File: src/rtl/usb_tx_scheduler_if.sv
// Bundle between the transmit scheduler, its four first-word-fall-through source FIFOs
// and the shifter/line driver.
interface usb_tx_scheduler_if;
  // Strobe semantics: a FIFO's *_rdata is valid whenever its *_empty is low. A one-cycle
  // *_ren pops that head. The pop lands in the same cycle in which load_enable presents
  // the byte on tx_byte, so the next head is visible from the following cycle onward.
  logic       tx_enable;
  logic       pid_empty;
  logic [7:0] pid_rdata;
  logic       pid_ren;
  logic       nd_empty;
  logic [7:0] nd_rdata;
  logic       nd_ren;
  logic       data_empty;
  logic [7:0] data_rdata;
  logic       data_ren;
  logic       dcrc_empty;
  logic [7:0] dcrc_rdata;
  logic       dcrc_ren;
  logic       load_enable;
  logic [7:0] tx_byte;
  logic       eop_enable;
  logic       busy;
  logic       tx_error;

  modport master (
    input  tx_enable, pid_empty, pid_rdata, nd_empty, nd_rdata,
           data_empty, data_rdata, dcrc_empty, dcrc_rdata,
    output pid_ren, nd_ren, data_ren, dcrc_ren,
           load_enable, tx_byte, eop_enable, busy, tx_error
  );

  modport slave (
    output tx_enable, pid_empty, pid_rdata, nd_empty, nd_rdata,
           data_empty, data_rdata, dcrc_empty, dcrc_rdata,
    input  pid_ren, nd_ren, data_ren, dcrc_ren,
           load_enable, tx_byte, eop_enable, busy, tx_error
  );
endinterface

File: src/rtl/usb_tx_scheduler.sv
// USB transmit scheduler. It frames SYNC, PID, payload, CRC and EOP and meters one byte
// per BYTE_CLKS slot. The decision for each slot is registered on the edge that opens the slot.
module usb_tx_scheduler #(
  parameter int BYTE_CLKS   = 64,
  parameter int EOP_CLKS    = 24,
  parameter int MAX_PAYLOAD = 64
) (
  input  logic                 clk,
  input  logic                 n_rst,
  usb_tx_scheduler_if.master   bus,
  output logic [2:0]           state_o
);

  typedef enum logic [2:0] {
    S_IDLE  = 3'd0,
    S_SYNC  = 3'd1,
    S_PID   = 3'd2,
    S_TOKEN = 3'd3,
    S_DATA  = 3'd4,
    S_CRC   = 3'd5,
    S_EOP   = 3'd6
  } state_e;

  typedef enum logic [1:0] {
    C_TOKEN = 2'd0,
    C_DATA  = 2'd1,
    C_HS    = 2'd2
  } cls_e;

  localparam logic [7:0] SLOT_LAST = 8'(BYTE_CLKS - 1);
  localparam logic [7:0] EOP_LAST  = 8'(EOP_CLKS - 1);
  localparam logic [6:0] MAX_BYTES = 7'(MAX_PAYLOAD);
  localparam logic [7:0] SYNC_BYTE = 8'h80;

  state_e     state_q;
  cls_e       cls_q;
  logic [7:0] slot_cnt_q;
  logic [6:0] byte_cnt_q;
  logic       second_q;
  logic       skip_q;
  logic       load_enable_q;
  logic [7:0] tx_byte_q;
  logic       eop_enable_q;
  logic       busy_q;
  logic       tx_error_q;
  logic       pid_ren_q;
  logic       nd_ren_q;
  logic       data_ren_q;
  logic       dcrc_ren_q;

  logic pid_ok;
  logic slot_end;

  assign pid_ok   = (bus.pid_rdata[7:4] == ~bus.pid_rdata[3:0]);
  assign slot_end = (slot_cnt_q == SLOT_LAST);

  function automatic cls_e classify(input logic [7:0] pid);
    case (pid)
      8'hE1, 8'h69, 8'hA5, 8'h2D: return C_TOKEN;
      8'hC3, 8'h4B:               return C_DATA;
      default:                    return C_HS;
    endcase
  endfunction

  // skip_q marks a slot that opened with nothing to load.
  // Such a slot lasts a single cycle before the state moves on.
  always_ff @(posedge clk) begin
    if (!n_rst) begin
      state_q       <= S_IDLE;
      cls_q         <= C_HS;
      slot_cnt_q    <= 8'd0;
      byte_cnt_q    <= 7'd0;
      second_q      <= 1'b0;
      skip_q        <= 1'b0;
      load_enable_q <= 1'b0;
      tx_byte_q     <= 8'h00;
      eop_enable_q  <= 1'b0;
      busy_q        <= 1'b0;
      tx_error_q    <= 1'b0;
      pid_ren_q     <= 1'b0;
      nd_ren_q      <= 1'b0;
      data_ren_q    <= 1'b0;
      dcrc_ren_q    <= 1'b0;
    end else begin
      load_enable_q <= 1'b0;
      tx_byte_q     <= 8'h00;
      tx_error_q    <= 1'b0;
      skip_q        <= 1'b0;
      pid_ren_q     <= 1'b0;
      nd_ren_q      <= 1'b0;
      data_ren_q    <= 1'b0;
      dcrc_ren_q    <= 1'b0;
      slot_cnt_q    <= slot_cnt_q + 8'd1;

      case (state_q)
        S_IDLE: begin
          slot_cnt_q   <= 8'd0;
          byte_cnt_q   <= 7'd0;
          busy_q       <= 1'b0;
          eop_enable_q <= 1'b0;
          // The pid_ren_q guard stops the same head from being judged again while its pop lands.
          if (bus.tx_enable && !bus.pid_empty && !pid_ren_q) begin
            if (!pid_ok) begin
              pid_ren_q  <= 1'b1;
              tx_error_q <= 1'b1;
            end else begin
              state_q       <= S_SYNC;
              busy_q        <= 1'b1;
              load_enable_q <= 1'b1;
              tx_byte_q     <= SYNC_BYTE;
            end
          end
        end

        S_SYNC: begin
          if (slot_end) begin
            state_q       <= S_PID;
            slot_cnt_q    <= 8'd0;
            load_enable_q <= 1'b1;
            tx_byte_q     <= bus.pid_rdata;
            pid_ren_q     <= 1'b1;
            cls_q         <= classify(bus.pid_rdata);
          end
        end

        S_PID: begin
          if (slot_end) begin
            slot_cnt_q <= 8'd0;
            second_q   <= 1'b0;
            case (cls_q)
              C_TOKEN: begin
                state_q <= S_TOKEN;
                if (bus.nd_empty) begin
                  skip_q     <= 1'b1;
                  tx_error_q <= 1'b1;
                end else begin
                  load_enable_q <= 1'b1;
                  tx_byte_q     <= bus.nd_rdata;
                  nd_ren_q      <= 1'b1;
                end
              end
              C_DATA: begin
                state_q <= S_DATA;
                if (bus.data_empty || byte_cnt_q == MAX_BYTES) begin
                  skip_q <= 1'b1;
                end else begin
                  load_enable_q <= 1'b1;
                  tx_byte_q     <= bus.data_rdata;
                  data_ren_q    <= 1'b1;
                  byte_cnt_q    <= byte_cnt_q + 7'd1;
                end
              end
              default: begin
                state_q      <= S_EOP;
                eop_enable_q <= 1'b1;
              end
            endcase
          end
        end

        S_TOKEN: begin
          if (skip_q || (slot_end && second_q)) begin
            state_q      <= S_EOP;
            slot_cnt_q   <= 8'd0;
            eop_enable_q <= 1'b1;
          end else if (slot_end) begin
            second_q   <= 1'b1;
            slot_cnt_q <= 8'd0;
            if (bus.nd_empty) begin
              skip_q     <= 1'b1;
              tx_error_q <= 1'b1;
            end else begin
              load_enable_q <= 1'b1;
              tx_byte_q     <= bus.nd_rdata;
              nd_ren_q      <= 1'b1;
            end
          end
        end

        S_DATA: begin
          if (skip_q) begin
            state_q    <= S_CRC;
            slot_cnt_q <= 8'd0;
            second_q   <= 1'b0;
            if (bus.dcrc_empty) begin
              skip_q     <= 1'b1;
              tx_error_q <= 1'b1;
            end else begin
              load_enable_q <= 1'b1;
              tx_byte_q     <= bus.dcrc_rdata;
              dcrc_ren_q    <= 1'b1;
            end
          end else if (slot_end) begin
            slot_cnt_q <= 8'd0;
            if (bus.data_empty || byte_cnt_q == MAX_BYTES) begin
              skip_q <= 1'b1;
            end else begin
              load_enable_q <= 1'b1;
              tx_byte_q     <= bus.data_rdata;
              data_ren_q    <= 1'b1;
              byte_cnt_q    <= byte_cnt_q + 7'd1;
            end
          end
        end

        S_CRC: begin
          if (skip_q || (slot_end && second_q)) begin
            state_q      <= S_EOP;
            slot_cnt_q   <= 8'd0;
            eop_enable_q <= 1'b1;
          end else if (slot_end) begin
            second_q   <= 1'b1;
            slot_cnt_q <= 8'd0;
            if (bus.dcrc_empty) begin
              skip_q     <= 1'b1;
              tx_error_q <= 1'b1;
            end else begin
              load_enable_q <= 1'b1;
              tx_byte_q     <= bus.dcrc_rdata;
              dcrc_ren_q    <= 1'b1;
            end
          end
        end

        S_EOP: begin
          if (slot_cnt_q == EOP_LAST) begin
            state_q      <= S_IDLE;
            slot_cnt_q   <= 8'd0;
            eop_enable_q <= 1'b0;
            busy_q       <= 1'b0;
          end
        end

        default: begin
          state_q      <= S_IDLE;
          slot_cnt_q   <= 8'd0;
          eop_enable_q <= 1'b0;
          busy_q       <= 1'b0;
        end
      endcase
    end
  end

  assign bus.load_enable = load_enable_q;
  assign bus.tx_byte     = tx_byte_q;
  assign bus.eop_enable  = eop_enable_q;
  assign bus.busy        = busy_q;
  assign bus.tx_error    = tx_error_q;
  assign bus.pid_ren     = pid_ren_q;
  assign bus.nd_ren      = nd_ren_q;
  assign bus.data_ren    = data_ren_q;
  assign bus.dcrc_ren    = dcrc_ren_q;
  assign state_o         = state_q;

endmodule

File: src/flat_wrapper.sv
// flat-port wrapper written by rule: the top's interface ports become plain ports
module usb_tx_scheduler_flat 
#(
  parameter int BYTE_CLKS   = 64,
  parameter int EOP_CLKS    = 24,
  parameter int MAX_PAYLOAD = 64
)
  (clk, n_rst, state_o, bus_tx_enable, bus_pid_empty, bus_pid_rdata, bus_nd_empty, bus_nd_rdata, bus_data_empty, bus_data_rdata, bus_dcrc_empty, bus_dcrc_rdata, bus_pid_ren, bus_nd_ren, bus_data_ren, bus_dcrc_ren, bus_load_enable, bus_tx_byte, bus_eop_enable, bus_busy, bus_tx_error);
  usb_tx_scheduler_if bus_i ();
  input  logic clk;
  input  logic n_rst;
  output logic [2:0] state_o;
  input wire logic [$bits(bus_i.tx_enable)-1:0] bus_tx_enable;
  input wire logic [$bits(bus_i.pid_empty)-1:0] bus_pid_empty;
  input wire logic [$bits(bus_i.pid_rdata)-1:0] bus_pid_rdata;
  input wire logic [$bits(bus_i.nd_empty)-1:0] bus_nd_empty;
  input wire logic [$bits(bus_i.nd_rdata)-1:0] bus_nd_rdata;
  input wire logic [$bits(bus_i.data_empty)-1:0] bus_data_empty;
  input wire logic [$bits(bus_i.data_rdata)-1:0] bus_data_rdata;
  input wire logic [$bits(bus_i.dcrc_empty)-1:0] bus_dcrc_empty;
  input wire logic [$bits(bus_i.dcrc_rdata)-1:0] bus_dcrc_rdata;
  output wire logic [$bits(bus_i.pid_ren)-1:0] bus_pid_ren;
  output wire logic [$bits(bus_i.nd_ren)-1:0] bus_nd_ren;
  output wire logic [$bits(bus_i.data_ren)-1:0] bus_data_ren;
  output wire logic [$bits(bus_i.dcrc_ren)-1:0] bus_dcrc_ren;
  output wire logic [$bits(bus_i.load_enable)-1:0] bus_load_enable;
  output wire logic [$bits(bus_i.tx_byte)-1:0] bus_tx_byte;
  output wire logic [$bits(bus_i.eop_enable)-1:0] bus_eop_enable;
  output wire logic [$bits(bus_i.busy)-1:0] bus_busy;
  output wire logic [$bits(bus_i.tx_error)-1:0] bus_tx_error;
  assign bus_i.tx_enable = bus_tx_enable;
  assign bus_i.pid_empty = bus_pid_empty;
  assign bus_i.pid_rdata = bus_pid_rdata;
  assign bus_i.nd_empty = bus_nd_empty;
  assign bus_i.nd_rdata = bus_nd_rdata;
  assign bus_i.data_empty = bus_data_empty;
  assign bus_i.data_rdata = bus_data_rdata;
  assign bus_i.dcrc_empty = bus_dcrc_empty;
  assign bus_i.dcrc_rdata = bus_dcrc_rdata;
  assign bus_pid_ren = bus_i.pid_ren;
  assign bus_nd_ren = bus_i.nd_ren;
  assign bus_data_ren = bus_i.data_ren;
  assign bus_dcrc_ren = bus_i.dcrc_ren;
  assign bus_load_enable = bus_i.load_enable;
  assign bus_tx_byte = bus_i.tx_byte;
  assign bus_eop_enable = bus_i.eop_enable;
  assign bus_busy = bus_i.busy;
  assign bus_tx_error = bus_i.tx_error;
  usb_tx_scheduler #(.BYTE_CLKS(BYTE_CLKS), .EOP_CLKS(EOP_CLKS), .MAX_PAYLOAD(MAX_PAYLOAD)) u_core (.clk(clk), .n_rst(n_rst), .bus(bus_i), .state_o(state_o));
endmodule
File: config.mk
export PLATFORM = sky130hd
export DESIGN_NAME = usb_tx_scheduler_flat
export DESIGN_NICKNAME = d
export VERILOG_FILES = /design/src/rtl/usb_tx_scheduler_if.sv /design/src/rtl/usb_tx_scheduler.sv /design/src/flat_wrapper.sv
export SDC_FILE = /design/constraint.sdc
export NUM_CORES = 1
export LEC_CHECK = 0
export CAP_MARGIN = 30
export CELL_PAD_IN_SITES_DETAIL_PLACEMENT = 0
export CELL_PAD_IN_SITES_GLOBAL_PLACEMENT = 1
export CORE_ASPECT_RATIO = 0.8
export CORE_UTILIZATION = 26
export DETAILED_ROUTE_END_ITERATION = 12
export GPL_TIMING_DRIVEN = 0
export PLACE_DENSITY = 0.7
export SYNTH_ARGS = -nofsm -noshare
export SYNTH_HDL_FRONTEND = slang
export SYNTH_SLANG_ARGS = --single-unit
File: constraint.sdc
create_clock -name clk -period 2.19 [get_ports clk]
set_input_delay 0.438 -clock clk [delete_from_list [all_inputs] [get_ports clk]]
set_output_delay 0.438 -clock clk [all_outputs]
set_load 0.005 [all_outputs]
==> impl_metrics.json, run 1 <==
{
  "clk_latency_ns": 0.30,
  "grt_max_degree": 14,
  "grt_usage_pct": 15.4,
  "die_x_um": 104,
  "io_buffer_count": 57,
  "place.gp.congestion": 0.836,
  "finClkSkew_ns": 0.00726,
  "root_buffer": "clkbuf_8",
  "whs_endpoint": "u_core.slot_cnt_q[0]",
  "clk_pin_slew_ns": 0.08,
  "viasPerCell": 5.08,
  "yosys-top-cells-area": "dfxtp_1, nor2_1, a21oi_1, nand2_1, xor2_1",
  "final_max_slew_viol_count": 0,
  "vias": 2166,
  "r2r_end": "u_core.bus.tx_byte[0]",
  "first_pass_iters": 5,
  "hold_viol_final": 0,
  "synthFlopType": "dfxtp_1",
  "critPathKind": "reg -> reg",
  "synth_fa_ha_area_share_pct": 1.74,
  "peakVddDrop_uv": 270,
  "cp.arrival_ns": 2.27,
  "drtIter0Drc": 179,
  "met3_usage_pct": 4.06,
  "multi_input_area_um2": 1320,
  "hold_class": "reg -> reg",
  "fmax_ghz": 0.488,
  "antennaDiodeCount": 0,
  "cts_buffers": 5,
  "fin_area_um2": 3040,
  "avgSynthCellArea_um2": 8.60,
  "final.fill_count": 819,
  "final_nets": 359,
  "synth_seq_area_share_pct": 35.2,
  "synth_top_cell_by_area": "dfxtp_1",
  "worstHoldStart": "u_core.slot_cnt_q[0]",
  "core_um2": 7980,
  "synth_mux_area_share_pct": 1.45,
  "hold_ws_ns": 0.444,
  "fin_crit_sh_pct": 93.5,
  "num_rows": 29,
  "hpwl_mm": 4.74,
  "routed_wl_mm": 6.50,
  "setup_viol": 0,
  "crit_top_cell": "clkbuf_2",
  "die_area_um2": 8680,
  "synth_compound_area_share_pct": 24.0,
  "status": "finished, final reports clean",
  "grt_pass1_wl_mm": 10.6,
  "reg2reg_slack_ns": 0.14,
  "crit_path_cell_trace": "clkbuf_2 > clkbuf_2 > nor2_1 > nand3_1 > a21oi_2 > a222oi_1 > a21oi_1",
  "cpMaxStageDelayCell": "a21oi_2",
  "busiest_layer": "met1",
  "critPathRequiredTime_ns": 2.42,
  "finalPower_w": 0.00155,
  "dieHeight_um": 83.5,
  "hold_buffers": 0,
  "pre_cts_ws_ns": -0.0905,
  "hold_depth": 1,
  "setup_slack_ns": 0.142,
  "cts_tree": "done",
  "layout_min_cycle_time_ns": 2.05,
  "syn_area_um2": 2160,
  "synth_cell_types": 55,
  "gr-usage-met1_pct": 22.7,
  "ys_ff_latch": 38,
  "tightest_slew_ns": 0.546,
  "clock-sinks": 38,
  "worstSetupStartpointType": "register",
  "synth_top_family_by_area": "simple AND/OR/NAND/NOR gates",
  "syn_to_final_growth_pct": 40.6,
  "yosys-top-cells-count": "dfxtp_1, nor2_1, nand2_1",
  "placed_cell_area_um2": 2870,
  "drv_cap": 0,
  "rsz0062_at_grt": "yes",
  "synth_cells": 251,
  "synth-xor-area-share_pct": 4.06,
  "powerDensity_nw_per_um2": 511,
  "relSlewSlack_pct": 63.4,
  "yosysWarnings": 0,
  "use_met2_pct": 21.7,
  "route.detailed.drc": 0,
  "antenna_found_initial": 0,
  "synth.most_common_cell": "dfxtp_1",
  "ios": 58,
  "yosysTopAreaCellShare_pct": 35.2,
  "drive_gt1_share_pct": 12.3,
  "leakagePower_nw": 1.07,
  "worst-r2r-cell-count": 7,
  "wl_per_cell_um": 15.3,
  "grt_overflow_total": 0,
  "crit_family": "compound AO/OA/AOI/OAI gates",
  "synth_edf_count": 0,
  "critPathMaxFanout": 10,
  "yosys.area_share.simple_pct": 29.1,
  "first_global_vias": 2009,
  "final_antenna_net_count": 0,
  "seq_area_um2": 761,
  "crit_path_end_kind": "register",
  "cts_htree_levels": 2,
  "crit_buf_inv": 2,
  "reg2reg_from": "u_core.state_o[0]",
  "clock_path_buffers": 2,
  "synth_nets": 293,
  "async_reset_ff_share_pct": 0,
  "max_stage_delay_ns": 0.44,
  "start_util_pct": 27.1
}
## repair_timing
action,in CTS,in global routing
endpoints found under the setup margin,2,24
resized for setup,1,6
setup buffers,0,2
cloned,0,0
pin swaps,0,1
## layout by cell type (no fill, tap or decap), types with 5 or more instances in the layout
cell and count:
nand3_1 13, dfxtp_1 38, inv_1 10, xor2_1 9
a221o_1 5, and3_1 8, nor3_1 6, a222oi_1 6
nand2_1 22, nor2_1 29, a31oi_1 5, clkdlybuf4s50_1 57
a21oi_1 17, o21ai_0 9, clkbuf_8 5
## flip-flops by register name (all words and copies together) (netlist names)
signal and count:
u_core.bus.eop_enable 1, u_core.byte_cnt_q 7, u_core.bus.pid_ren 1, u_core.bus.tx_byte 8, u_core.bus.busy 1, u_core.cls_q 2, u_core.skip_q 1, u_core.second_q 1
u_core.state_o 3, u_core.bus.data_ren 1, u_core.slot_cnt_q 8, u_core.bus.tx_error 1, u_core.bus.load_enable 1, u_core.bus.dcrc_ren 1, u_core.bus.nd_ren 1
## through the flow
step	utilization [%]	TNS, ns	instances
3_3_place_gp	35.9	-0.381	416
6_report	38.0	0	426
5_1_grt	38.0	-0.0113	426
4_1_cts	37.6	0	424
3_5_place_dp	35.9	-0.641	416
2_1_floorplan	-	0	251
## power breakdown
| part | internal (W) | switching (W) | total [W] |
|---|---|---|---|
| logic | 0.0000753 | 0.0000463 | 0.000122 |
| registers | 0.000693 | 0.000000995 | 0.000694 |
| clock network | 0.000457 | 0.000281 | 0.000738 |
| total | 0.00122 | 0.000328 | 0.00155 |
## worst max-delay path by stage
stage / start / to / slack [ns] / depth (start not counted)
4_1_cts: u_core.slot_cnt_q[0] / u_core.bus.tx_byte[7] / 0.1 / 7
5_1_grt: u_core.slot_cnt_q[0] / u_core.bus.tx_byte[7] / -0.004 / 7
2_1_floorplan: u_core.slot_cnt_q[0] / u_core.byte_cnt_q[3] / 0.33 / 7
6_report: u_core.state_o[0] / u_core.bus.tx_byte[0] / 0.14 / 7
3_3_place_gp: n_rst / u_core.bus.tx_error / -0.13 / 4
3_5_place_dp: n_rst / u_core.bus.tx_error / -0.09 / 4
## layout make-up
cell class | count | share of cell area, %
multi-input cells | 193 | 43.5
flip-flops and latches | 38 | 25.1
repair buffers | 59 | 19.3
well taps | 108 | 4.45
clock buffers | 5 | 2.27
clock inverters | 3 | 2.27
plain buffers | 10 | 1.94
inverters | 10 | 1.24
## worst register-to-register path, cell delays in order (launching register included)
cell	delay, ns
dfxtp_1	0.31
clkbuf_2	0.18
clkbuf_2	0.25
nor2_1	0.29
nand3_1	0.17
a21oi_2	0.44
a222oi_1	0.17
a21oi_1	0.17
## cell families (layout without fill, tap and decap cells)
family,after synthesis,count (layout)
flip-flops,38,38
adder cells (fa/ha/maj),3,3
XOR/XNOR,10,10
buffers and inverters,20,87
AO/OA/AOI/OAI,68,68
multiplexers,3,3
AND/OR/NAND/NOR,109,109
## routing by layer
layer  vias to the layer above  share of wire [%]
li1                       1079                  -
met1                      1006                 53
met2                        74                 41
met3                         7                5.3
met4                         0                1.0
met5                         -                  0
Power figures use the tool's default switching activity.
==> run 2: changes to the inputs <==
--- a/config.mk
+++ b/config.mk
@@ -6,13 +6,13 @@
 export NUM_CORES = 1
 export LEC_CHECK = 0
 export CAP_MARGIN = 30
-export CELL_PAD_IN_SITES_DETAIL_PLACEMENT = 0
-export CELL_PAD_IN_SITES_GLOBAL_PLACEMENT = 1
+export CELL_PAD_IN_SITES_DETAIL_PLACEMENT = 1
+export CELL_PAD_IN_SITES_GLOBAL_PLACEMENT = 2
 export CORE_ASPECT_RATIO = 0.8
 export CORE_UTILIZATION = 26
 export DETAILED_ROUTE_END_ITERATION = 12
 export GPL_TIMING_DRIVEN = 0
-export PLACE_DENSITY = 0.7
+export PLACE_DENSITY = 0.84
 export SYNTH_ARGS = -nofsm -noshare
 export SYNTH_HDL_FRONTEND = slang
 export SYNTH_SLANG_ARGS = --single-unit
==> impl_metrics.json, run 2 (synthesis results as in run 1) <==
{
  "status": "finished, final reports clean",
  "final_antenna_net_count": 0,
  "cpMaxStageDelayCell": "clkdlybuf4s50_1",
  "die_area_um2": 8680,
  "antennaDiodeCount": 0,
  "root_buffer": "clkbuf_8",
  "clock-sinks": 38,
  "rsz0062_at_grt": "yes",
  "fin_crit_sh_pct": 96.0,
  "relSlewSlack_pct": 59.5,
  "final_nets": 361,
  "powerDensity_nw_per_um2": 446,
  "drive_gt1_share_pct": 12.5,
  "io_buffer_count": 57,
  "critPathMaxFanout": 10,
  "cts_tree": "done",
  "crit_path_cell_trace": "clkdlybuf4s50_1 > clkbuf_1 > nand2_1 > o31ai_1",
  "first_pass_iters": 4,
  "grt_max_degree": 13,
  "drtIter0Drc": 127,
  "hold_viol_final": 0,
  "cts_htree_levels": 2,
  "start_util_pct": 27.1,
  "final_common_cell": "clkdlybuf4s50_1",
  "leakagePower_nw": 1.06,
  "die_x_um": 104,
  "drv_cap": 0,
  "final.fill_count": 968,
  "dieHeight_um": 83.5,
  "worstSetupStartpointType": "input pin",
  "routed_wl_mm": 7.17,
  "grt_overflow_total": 0,
  "layout_min_cycle_time_ns": 2.10,
  "hold_class": "reg -> reg",
  "finalPower_w": 0.00134,
  "clk_pin_slew_ns": 0.08,
  "critPathRequiredTime_ns": 2.40,
  "hpwl_mm": 5.25,
  "grt_usage_pct": 17.1,
  "grt_pass1_wl_mm": 11.8,
  "ios": 58,
  "clock_path_buffers": 2,
  "num_rows": 29,
  "finClkSkew_ns": 0.00493,
  "final_max_slew_viol_count": 0,
  "first_global_vias": 2211,
  "fin_setup_tns_ns": 0,
  "fmax_ghz": 0.476,
  "critPathKind": "in -> reg",
  "seq_area_um2": 761,
  "multi_input_area_um2": 1320,
  "cp.arrival_ns": 2.31,
  "core_um2": 7980,
  "place.gp.congestion": 0.850,
  "setup_viol": 0,
  "max_stage_delay_ns": 0.59,
  "viasPerCell": 5.24,
  "vias": 2244,
  "mostFrequentLayoutCells": "clkdlybuf4s50_1, dfxtp_1, nor2_1",
  "clk_latency_ns": 0.29,
  "peakVddDrop_uv": 246,
  "cts_buffers": 5,
  "antenna_found_initial": 0,
  "syn_to_final_growth_pct": 39.0,
  "crit_path_end_kind": "register",
  "route.detailed.drc": 0,
  "tightest_slew_ns": 0.608,
  "wl_per_cell_um": 16.8
}
## run 2: area by class of cell
| class | instances | area share, % |
|---|---|---|
| buffer | 10 | 1.96 |
| clock buffer | 6 | 2.75 |
| clock inverter | 2 | 0.417 |
| inverter | 10 | 1.25 |
| multi-input combinational | 193 | 43.8 |
| sequential | 38 | 25.3 |
| tap | 108 | 4.50 |
| timing repair buffer | 61 | 20.0 |
## run 2: worst paths after layout
path | depth (start not counted) | start | slack [ns] | endpoint
worst max-delay path | 4 | n_rst | 0.09 | u_core.bus.tx_byte[6]
worst min-delay path | 1 | u_core.slot_cnt_q[0] | 0.45 | u_core.slot_cnt_q[0]
worst max register to register | 5 | u_core.state_o[1] | 0.17 | u_core.byte_cnt_q[2]
worst min register to register | 1 | u_core.slot_cnt_q[0] | 0.45 | u_core.slot_cnt_q[0]
## run 2: per-stage QoR
stage,utilization (%),instance area (µm²),hold slack (ns),worst slack [ns],instances
finish,37.6,3000,0.453,0.0881,428
global route,37.6,3000,0.503,-0.00897,428
CTS,37.1,2960,0.451,0.0528,424
detailed placement,35.9,2870,0.439,-0.125,416
global placement,35.9,2870,0.424,-0.141,416
floorplan,-,2160,0.413,0.334,251
## run 2: repair_timing
| action | CTS | global route |
|---|---|---|
| pin swaps | 0 | 4 |
| gates resized for setup | 1 | 4 |
| setup endpoints to repair | 3 | 22 |
| gates cloned | 0 | 0 |
| hold buffers | 0 | 0 |
| setup buffers | 0 | 4 |
## run 2: power breakdown
part	internal, W	switching, W
clock	0.000253	0.000270
sequential	0.000693	0.00000102
combinational	0.0000753	0.0000476
total	0.00102	0.000319
## run 2: worst max-delay path: cells and delay by family
| kind | cells | cell delay, ns |
|---|---|---|
| buf+inv | 2 | 1.10 |
| simple gates | 1 | 0.44 |
| compound gates | 1 | 0.32 |
## run 2: per-layer routing
layer,track usage [%],vias to the layer above,share of wire [%]
met2,24.3,77,42
met1,25.2,1088,51
met4,4.29,0,0.86
met3,4.37,4,6.2
li1,-,1075,-
met5,0,-,0
==> patch, RTL diff (settings of run 2) <==
The 3 values of `cls_e` get a one-hot encoding in 3 bits.
--- a/src/rtl/usb_tx_scheduler.sv
+++ b/src/rtl/usb_tx_scheduler.sv
@@ -21,10 +21,10 @@
     S_EOP   = 3'd6
   } state_e;
 
-  typedef enum logic [1:0] {
-    C_TOKEN = 2'd0,
-    C_DATA  = 2'd1,
-    C_HS    = 2'd2
+  typedef enum logic [2:0] {
+    C_TOKEN = 3'b001,
+    C_DATA  = 3'b010,
+    C_HS    = 3'b100
   } cls_e;
 
   localparam logic [7:0] SLOT_LAST = 8'(BYTE_CLKS - 1);
Function: no difference found for any inputs over 10 cycles, from zero or initial values and one cycle with n_rst low; not proved beyond that.
==> patch against run 2 <==
  * First-iteration DRC count is 6.3% higher
  * Worst setup slack got worse by 5.6 ps
  * Clock skew rose by 6.2 ps
  * Cell count up 6.8%
  * Area after synthesis grew 3.4%
  * Global-route usage rose by 0.57 points
  * Core utilization increased by 0.81 points
  * Count of clock-buffer cells in the layout rose by 1
  * Power rose by 0.81%
  * Synthesized cell count increased by 11%
  * Routed wire length rose by 7.6%
  * Sequential cell count grew 1
  * Cell area grew 4.0%
  * Critical path type is now register to register
  * Critical endpoint is now u_core.state_o[2]
  * Largest cell class unchanged
  * Largest power group unchanged
  * Highest routed layer unchanged
==> patch: results (changes against run 2) <==
[drt]
wl_mm = 7.72  ; was 7.17 mm
drtIter0Drc = 135  ; was 127
num_vias = 2386  ; was 2244
first_pass_iters = 4  ; unchanged

[synth]
synth_compound_area_share_pct = 21.7  ; was 24.0%
netlist_instances = 278  ; was 251
ys_seq_area_share_pct = 35.0  ; was 35.2%
syn_nets = 320  ; was 293
async_flop_share_pct = 0  ; unchanged
synth_area_leaders = dfxtp_1, nand2_1, nand3_1  ; was dfxtp_1, nor2_1, a21oi_1
synth.top_cells.by_count = dfxtp_1, nand2_1, nor2_1  ; was dfxtp_1, nor2_1, nand2_1
yosysUniqueCellTypes = 57  ; was 55
synth_flop_cell = dfxtp_1  ; unchanged
ys_warn_count = 0  ; unchanged
synth_mux_area_share_pct = 0.952  ; was 1.45%
synth_xor_area_share_pct = 4.31  ; was 4.06%
synthAdderAreaFrac_pct = 2.13  ; was 1.74%

[run_status]
status = finished clean  ; unchanged

[clocking]
clk_latency_ps = 310  ; was 290 ps
cts_buffer_depth = 2  ; unchanged
clk_transition_reported_paths_ps = 90
root_buffer = clkbuf_8  ; unchanged
cts_buffers = 5  ; unchanged

[critical_path]
cp.arrival_ps = 2340  ; was 2310 ps
rr_startpoint = u_core.slot_cnt_q[0]  ; was u_core.state_o[1]
rr_endpoint = u_core.state_o[2]  ; was u_core.byte_cnt_q[2]
reg2reg_depth = 7  ; was 5
r2r_slack_ps = 80  ; was 170 ps
cp_max_fo = 9  ; was 10

[placed_design]
post-place-ws_ps = -104  ; was -125 ps
post-place-cells = 442  ; was 416
port_buffers = 56  ; was 57
routabilityCongestion = 0.760  ; was 0.850
placed_area_um2 = 2930  ; was 2870 um2
place_hpwl_mm = 5.82  ; was 5.25 mm

[timing]
hold_slack_ps = 456  ; was 453 ps
slew_headroom_pct = 51.1  ; was 59.5%
finClkSkew_ps = 11.1  ; was 4.93 ps

[global_routing]
grt_overflow_total = 0  ; unchanged
grt_pass1_vias = 2349  ; was 2211
grt_pass1_wl_mm = 12.4  ; was 11.8 mm
grt_max_degree = 12  ; was 13
grtUsageTotal_pct = 17.6  ; was 17.1%
antenna_found_initial = 0  ; unchanged

[hold_path]
min-delay-start = u_core.slot_cnt_q[0]  ; unchanged
worstHoldPathCells = 1  ; unchanged
hold_class = register to register  ; unchanged
hold_end = u_core.slot_cnt_q[0]  ; unchanged

[final_layout]
final_nets = 390  ; was 361
fillers = 986  ; was 968
fin_cells = 457  ; was 428
drive_gt1_share_pct = 11.2  ; was 12.5%

[power_and_ir_drop]
p_leak_nw = 1.08  ; was 1.06 nW
irDropWorstVdd_v = 0.000193  ; was 0.000246 V

==> patch: cells by family (layout without fill, tap and decap cells) <==
logic type / after synthesis / in the layout
buf+inv: 21 / 92
mux: 2 / 2
xor+xnor: 11 / 11
simple gates: 127 / 127
flops: 39 / 39
fa+ha+maj: 4 / 4
compound gates: 74 / 74
==> patch: worst max path at each step <==
stage	depth (start not counted)	start	to	slack (ps)
floorplan	7	u_core.slot_cnt_q[0]	u_core.bus.tx_byte[0]	400
global placement	7	u_core.slot_cnt_q[0]	u_core.bus.tx_byte[4]	-100
detailed placement	7	u_core.slot_cnt_q[0]	u_core.bus.tx_byte[3]	-100
CTS	7	u_core.slot_cnt_q[0]	u_core.bus.tx_byte[3]	20
global route	7	u_core.slot_cnt_q[0]	u_core.state_o[1]	-70
finish	7	u_core.slot_cnt_q[0]	u_core.state_o[2]	80
==> patch: report_power, final <==
group	switching, mW	total [mW]	internal (mW)
Clock	0.283	0.507	0.224
Combinational	0.0507	0.131	0.0804
Sequential	0.00167	0.713	0.711
==> patch: cell type report <==
type,count,area [um2],share of cell area (%)
multi-input cells,218,1390,44.4
flip-flops and latches,39,781,25.0
repair buffers,63,626,20.0
well taps,108,135,4.33
clock buffers,7,76.3,2.44
plain buffers,12,76.3,2.44
inverters,9,37.5,1.20
clock inverters,1,5.00,0.160
==> patch: routing by layer <==
| metal | vias up | global-route usage, % | wire length [um] |
|---|---|---|---|
| met3 | 7 | 3.76 | 274 |
| met5 | - | 0 | 0 |
| met1 | 1180 | 25.6 | 3860 |
| met4 | 0 | 3.91 | 85 |
| met2 | 49 | 26.8 | 3500 |
| li1 | 1150 | - | - |
==> patch: worst max-delay path, cell delays in order, from the launching register on <==
cell and delay [ps]:
dfxtp_1 360, ha_1 240, and4bb_2 240, buf_4 170, nand2_1 220, o221ai_1 370
nand4_1 230, o2bb2ai_1 210
==> patch: timing repair <==
action | 4_1_cts | 5_1_grt
hold endpoints to repair | 0 | 0
resized for setup | 4 | 7
endpoints found under the setup margin | 8 | 17
buffers inserted | 0 | 7
pin swaps | 0 | 2
